==> src/rtl/cpu_useq_pkg.sv <==
// rtl/cpu_useq_pkg.sv - shared command/error encodings for the micro-sequencer
package cpu_useq_pkg;

    typedef enum logic [1:0] {
        CMD_NEXT = 2'd0,
        CMD_CALL = 2'd1,
        CMD_RET  = 2'd2,
        CMD_WAIT = 2'd3
    } useq_cmd_t;

    typedef enum logic [1:0] {
        ERR_NONE = 2'd0,
        ERR_OVF  = 2'd1,
        ERR_UNF  = 2'd2,
        ERR_TMO  = 2'd3
    } useq_err_t;

endpackage

==> src/rtl/cpu_useq_stack.sv <==
// rtl/cpu_useq_stack.sv - return-address LIFO with level counter, full/empty and top-of-stack read
module cpu_useq_stack #(
    parameter int DEPTH = 8,
    parameter int WIDTH = 8
) (
    input  logic                             clk,
    input  logic                             rst,
    input  logic                             clr,
    input  logic                             push,
    input  logic                             pop,
    input  logic [WIDTH-1:0]                 push_data,
    output logic [WIDTH-1:0]                 top_data,
    output logic [$clog2(DEPTH+1)-1:0]       level,
    output logic                             full,
    output logic                             empty
);
    localparam int LW = $clog2(DEPTH + 1);
    localparam int AW = (DEPTH > 1) ? $clog2(DEPTH) : 1;

    logic [WIDTH-1:0] mem [0:(1 << AW) - 1];
    logic [AW-1:0]    wr_idx;
    logic [AW-1:0]    rd_idx;

    assign wr_idx   = AW'(level);
    assign rd_idx   = AW'(level - 1'b1);
    assign top_data = mem[rd_idx];
    assign full     = (level == LW'(DEPTH));
    assign empty    = (level == '0);

    always_ff @(posedge clk or posedge rst) begin
        if (rst) begin
            level <= '0;
        end else if (clr) begin
            level <= '0;
        end else if (push) begin
            level <= level + 1'b1;
        end else if (pop) begin
            level <= level - 1'b1;
        end
    end

    // Storage is deliberately left unreset; only entries below level are ever read.
    always_ff @(posedge clk) begin
        if (push) begin
            mem[wr_idx] <= push_data;
        end
    end

endmodule

==> src/rtl/cpu_useq.sv <==
// rtl/cpu_useq.sv - micro-sequencer with return stack, sticky fault latch and
// optional wait watchdog (USEQ_WATCHDOG_EN)
module cpu_useq
    import cpu_useq_pkg::*;
#(
    parameter int          STATE_WIDTH = 8,
    parameter int          STACK_DEPTH = 8,
    parameter int unsigned RESET_STATE = 0,
    parameter int unsigned FAULT_STATE = 'hFF,
    parameter int          WDOG_CYCLES = 16
) (
    input  logic                                 clk,
    input  logic                                 rst,
    input  logic [1:0]                           cmd,
    input  logic [STATE_WIDTH-1:0]               tgt_state,
    input  logic [STATE_WIDTH-1:0]               ret_state,
    input  logic                                 ready,
    input  logic                                 clr_fault,
    output logic [STATE_WIDTH-1:0]               state,
    output logic [$clog2(STACK_DEPTH+1)-1:0]     stack_level,
    output logic                                 fault,
    output logic [1:0]                           err_code
);
    localparam logic [STATE_WIDTH-1:0] RST_S = STATE_WIDTH'(RESET_STATE);
    localparam logic [STATE_WIDTH-1:0] FLT_S = STATE_WIDTH'(FAULT_STATE);

    useq_cmd_t              cmd_e;
    useq_err_t              err_q;
    logic                   live;
    logic                   push;
    logic                   pop;
    logic                   full;
    logic                   empty;
    logic                   wdog_hit;
    logic [STATE_WIDTH-1:0] top_data;

    assign cmd_e    = useq_cmd_t'(cmd);
    assign live     = !clr_fault && !fault;
    assign push     = live && (cmd_e == CMD_CALL) && !full;
    assign pop      = live && (cmd_e == CMD_RET) && !empty;
    assign err_code = err_q;

    cpu_useq_stack #(
        .DEPTH (STACK_DEPTH),
        .WIDTH (STATE_WIDTH)
    ) u_stack (
        .clk       (clk),
        .rst       (rst),
        .clr       (clr_fault),
        .push      (push),
        .pop       (pop),
        .push_data (ret_state),
        .top_data  (top_data),
        .level     (stack_level),
        .full      (full),
        .empty     (empty)
    );

`ifdef USEQ_WATCHDOG_EN
    localparam int WW = $clog2(WDOG_CYCLES + 1);
    logic [WW-1:0] wdog_cnt;
    logic          wait_stall;

    // The limit cycle itself raises the fault, so compare against WDOG_CYCLES-1 prior stalls.
    assign wait_stall = live && (cmd_e == CMD_WAIT) && !ready;
    assign wdog_hit   = wait_stall && (wdog_cnt == WW'(WDOG_CYCLES - 1));

    always_ff @(posedge clk or posedge rst) begin
        if (rst) begin
            wdog_cnt <= '0;
        end else if (wait_stall && !wdog_hit) begin
            wdog_cnt <= wdog_cnt + 1'b1;
        end else begin
            wdog_cnt <= '0;
        end
    end
`else
    logic unused_wdog;
    assign unused_wdog = (WDOG_CYCLES != 0);
    assign wdog_hit    = 1'b0;
`endif

    always_ff @(posedge clk or posedge rst) begin
        if (rst) begin
            state <= RST_S;
            fault <= 1'b0;
            err_q <= ERR_NONE;
        end else if (clr_fault) begin
            state <= RST_S;
            fault <= 1'b0;
            err_q <= ERR_NONE;
        end else if (fault) begin
            state <= FLT_S;
        end else begin
            case (cmd_e)
                CMD_NEXT: state <= tgt_state;
                CMD_CALL: begin
                    if (full) begin
                        state <= FLT_S;
                        fault <= 1'b1;
                        err_q <= ERR_OVF;
                    end else begin
                        state <= tgt_state;
                    end
                end
                CMD_RET: begin
                    if (empty) begin
                        state <= FLT_S;
                        fault <= 1'b1;
                        err_q <= ERR_UNF;
                    end else begin
                        state <= top_data;
                    end
                end
                CMD_WAIT: begin
                    if (ready) begin
                        state <= tgt_state;
                    end else if (wdog_hit) begin
                        state <= FLT_S;
                        fault <= 1'b1;
                        err_q <= ERR_TMO;
                    end
                end
            endcase
        end
    end

endmodule

==> config.mk <==
export PLATFORM = sky130hd
export DESIGN_NAME = cpu_useq
export DESIGN_NICKNAME = d
export VERILOG_FILES = /design/src/rtl/cpu_useq_pkg.sv /design/src/rtl/cpu_useq_stack.sv /design/src/rtl/cpu_useq.sv
export SDC_FILE = /design/constraint.sdc
export NUM_CORES = 1
export LEC_CHECK = 0
export CAP_MARGIN = 20
export CORE_MARGIN = 2
export CORE_UTILIZATION = 30
export DETAILED_ROUTE_END_ITERATION = 10
export PLACE_DENSITY_LB_ADDON = 0.3
export SLEW_MARGIN = 20
export SYNTH_ARGS = -nofsm -noshare
export SYNTH_HDL_FRONTEND = slang
export SYNTH_HIERARCHICAL = 1
export SYNTH_SLANG_ARGS = --single-unit
==> constraint.sdc <==
create_clock -name clk -period 3.4 [get_ports clk]
set_input_delay 1.02 -clock clk [delete_from_list [all_inputs] [get_ports clk]]
set_output_delay 1.02 -clock clk [all_outputs]
set_load 0.005 [all_outputs]
==> run summary <==
CLOCK NETWORK
------------------------------------------------------------------------------------------------------
Maximum buffer depth of the clock tree                                                               2
Worst-skew pair later-pin latency                                                               330 ps
Number of buffers created by CTS                                                                     9
Hold Buf Count CTS                                                                                   0
Clock transition at the register clock pins on the worst setup and hold paths after CTS          60 ps
TritonCTS clock tree                                                                              done
Number of cells upsized or downsized after cts                                                       0
Master cell of the clock root buffer                                                         clkbuf_16
Number of levels in the clock H-tree                                                                 3
Setup bufs post-CTS                                                                                  0
Number of sinks handled by clock tree synthesis                                                     79

SETUP PATH
------------------------------------------------------------------------------------------------------
Crit path required time                                                                        3610 ps
Type of element launching the critical path                                                 input port
Critical Setup Path Class                                                                       in2reg
Crit path capture type                                                                            flop
Arrival time reported for the critical path endpoint                                           3210 ps
Highest fanout seen on the critical path                                                             6

POWER
------------------------------------------------------------------------------------------------------
Power per standard cell area                                                                523 nW/µm²
Relative contribution of sequential cells to total power                                         47.3%
Leakage component of the power                                                                 1.50 nW
Internal power                                                                                 1.78 mW
Maximum ir drop on the vdd rail                                                               0.297 mV
Clock power share                                                                                40.8%
Total power of the final layout                                                                2.29 mW
Share of total power in combinational logic                                                      11.9%
Sw Share                                                                                         22.3%
Psw                                                                                           0.509 mW

TIMING
------------------------------------------------------------------------------------------------------
Slew of the pin with the lowest slew margin                                                     605 ps
Total negative slack for setup checks                                                             0 ps
Relative max-transition margin                                                                   59.6%
Max-slew violation total from the final report                                                       0
Slack of the critical path                                                                      408 ps
Fin. Hold Viols                                                                                      0
Clock Skew                                                                                     6.50 ps
Final worst-path cycle share                                                                     88.0%
Final-report setup violation count                                                                   0
Max Clock Freq                                                                               0.334 GHz
Minimum clock period                                                                           2990 ps
RSZ-0062 raised after global routing                                                                no

PLACE
------------------------------------------------------------------------------------------------------
Cell area after placement                                                                     4090 µm²
Final GP Congestion                                                                              0.808
IO buf count                                                                                        36
Dpl hpwl                                                                                       5.02 mm
Worst slack at placement                                                                       84.8 ps

CELLS AND AREA
------------------------------------------------------------------------------------------------------
Nets                                                                                               292
Final core area utilization                                                                      38.3%
Layout cells sized above 1                                                                       25.7%
Area Growth Syn to Fin                                                                           24.6%
Count of inserted antenna diode cells                                                                0
Fillers                                                                                          1,106
Post-route cell area                                                                          4370 µm²

LOGIC SYNTHESIS
------------------------------------------------------------------------------------------------------
Compound-cell area share of the yosys netlist                                                    6.17%
Multiplexer fraction of the synthesized cell area                                                14.5%
Mean instance size in the synthesized netlist                                                 16.6 µm²
Share of flip-flops with an asynchronous set or reset                                            19.0%
Number of different library cells in the post-synthesis netlist                                     41
Primary flip-flop cell chosen by synthesis mapping                                            edfxtp_1
Top-area cell type share of the netlist area                                                     54.8%
Dominant combinational cell family by area after synthesis                                multiplexers
Cells after synthesis                                                                              211
Mapped Area                                                                                   3510 µm²
Area share of fa/ha/maj cells after synthesis                                                    2.14%
Cell type with the highest aggregate area in the netlist                                      edfxtp_1
Most frequent cell after synthesis                                                            edfxtp_1
Top cell types by occurrence after synthesis                                              edfxtp_1, o21ai_0, dfrtp_1, mux4_2, nor2_1
Register area share after synthesis                                                              65.5%
Yosys warns                                                                                          6
Leading post-synthesis cells by cell area                                                 edfxtp_1, dfrtp_1, mux4_2
Fraction of synthesized cell area in xor and xnor cells                                         0.713%
Post-synth EDFFs                                                                                    64
Post-Synthesis Net Count                                                                           239
Count of state elements after synthesis                                                             79
Fraction of the mapped netlist area in simple logic gates                                        7.52%

FLOW RUN
------------------------------------------------------------------------------------------------------
Max Cap Viol                                                                                         0

GLOBAL ROUTING
------------------------------------------------------------------------------------------------------
First-pass GRT wire length                                                                     11.4 mm
Via count of the first global-routing pass                                                       2,036
Maximum number of pins on one net before global-route repair                                        25
Gr usage total                                                                                   12.1%
Aggregate global routing overflow                                                                    0
Initial antenna violation count                                                                      0

ROUTING
------------------------------------------------------------------------------------------------------
First DRT Iteration DRCs                                                                            92
Detailed-routed wire length on met2                                                            3.55 mm
Wirelength per Cell                                                                            17.9 µm
Detail Route met3 WL                                                                            356 µm
Final ANT Viol Nets                                                                                  0
Highest metal used                                                                                met4
Routed Wire Length                                                                             7.37 mm
# DRC                                                                                                0
Vias per Instance                                                                                 4.80
M1 wire length                                                                                 3.40 mm
Total iterations of the first detailed-routing run                                                   4
Total number of vias                                                                             1,971

DIE
------------------------------------------------------------------------------------------------------
Floorplan die height                                                                            112 µm
Area of the die                                                                             12,600 µm²
Core region area                                                                            11,400 µm²
Effective utilization at floorplan                                                               30.7%
Count of boundary I/O pins                                                                          37
Horiz. Die Dim                                                                                  112 µm
Row cnt                                                                                             39

OUTCOME
------------------------------------------------------------------------------------------------------
Status                                                                                    finished clean

HOLD PATH
------------------------------------------------------------------------------------------------------
Classification of the worst-slack hold path                                                    reg2reg

-- layout by cell type, fill, tap and decap left out, types with 2 or more instances in the layout --
cell / netlist / layout
a21oi_1: 3 / 3
a311oi_1: 8 / 8
and3b_1: 2 / 2
buf_4: 1 / 18
clkbuf_16: 0 / 9
clkdlybuf4s50_1: 0 / 36
dfrtp_1: 15 / 15
edfxtp_1: 64 / 64
ha_1: 6 / 6
inv_1: 6 / 6
mux2_2: 7 / 7
mux2_4: 2 / 2
mux4_2: 15 / 15
nand2_1: 6 / 6
nand2b_1: 3 / 3
nor2_1: 11 / 11
nor2_2: 8 / 8
nor2b_1: 4 / 4
nor3_1: 3 / 3
nor3b_1: 2 / 2
o21ai_0: 16 / 16
-- flip-flops by register name (all words and copies together), names as in the netlist --
register and count:
state 8, u_stack/mem 64, err_code 2, fault 1
u_stack/level 4
-- area by class of cell --
type	count	area, µm²	area share, %
clock buffer	10	229	5.23
multi-input combinational	113	1090	24.9
tap	143	179	4.09
timing repair buffer	54	495	11.3
sequential	79	2300	52.5
clock inverter	5	58.8	1.34
inverter	7	26.3	0.601
-- kinds of logic (layout without fill, tap and decap cells) --
| kind of cell | Yosys count | in the layout |
|---|---|---|
| buffers and inverters | 19 | 76 |
| DFF | 79 | 79 |
| adders and majority gates | 6 | 6 |
| muxes | 28 | 28 |
| and+or+nand+nor | 46 | 46 |
| AOI/OAI and AO/OA | 31 | 31 |
| xor gates and xnor gates | 2 | 2 |
-- worst paths after layout --
check | start | end | slack (ps) | cells after the start
setup / recovery | cmd[1] | u_stack/level[3] | 410 | 9
setup reg to reg | u_stack/level[1] | u_stack/level[3] | 750 | 9
min in group asynchronous | rst | u_stack/level[2] | 910 | 2
hold / removal | err_code[1] | err_code[1] | 560 | 2
hold reg to reg | err_code[1] | err_code[1] | 560 | 2
max in group asynchronous | rst | state[0] | 2060 | 2
-- power groups by stage --
| stage | combinational [mW] | clock (mW) | sequential [mW] |
|---|---|---|---|
| final | 0.272 | 0.933 | 1.08 |
| after detailed placement | 0.275 | 0 | 1.10 |
| after floorplan | 0.167 | 0 | 1.10 |
| after global placement | 0.273 | 0 | 1.10 |
| after global routing | 0.297 | 0.996 | 1.08 |
| after CTS | 0.277 | 0.956 | 1.08 |
-- routing by layer --
layer	track usage (%)	vias up
met2	19.8	48
li1	-	919
met1	15.8	997
met5	0	-
met3	3.89	7
met4	3.41	0
-- stage by stage --
stage	cells	hold slack (ps)
finish	411	560
detailed placement	396	553
global route	411	587
global placement	396	532
floorplan	211	534
CTS	411	570
-- critical path, cell delays in order --
cell             delay [ps]
clkdlybuf4s50_1         480
inv_1                    80
ha_1                    160
nor2b_1                 190
nor3b_1                 480
buf_4                   230
nor4_1                   50
a21oi_1                 170
mux2_2                  340
(Power assumes the default switching activity.)
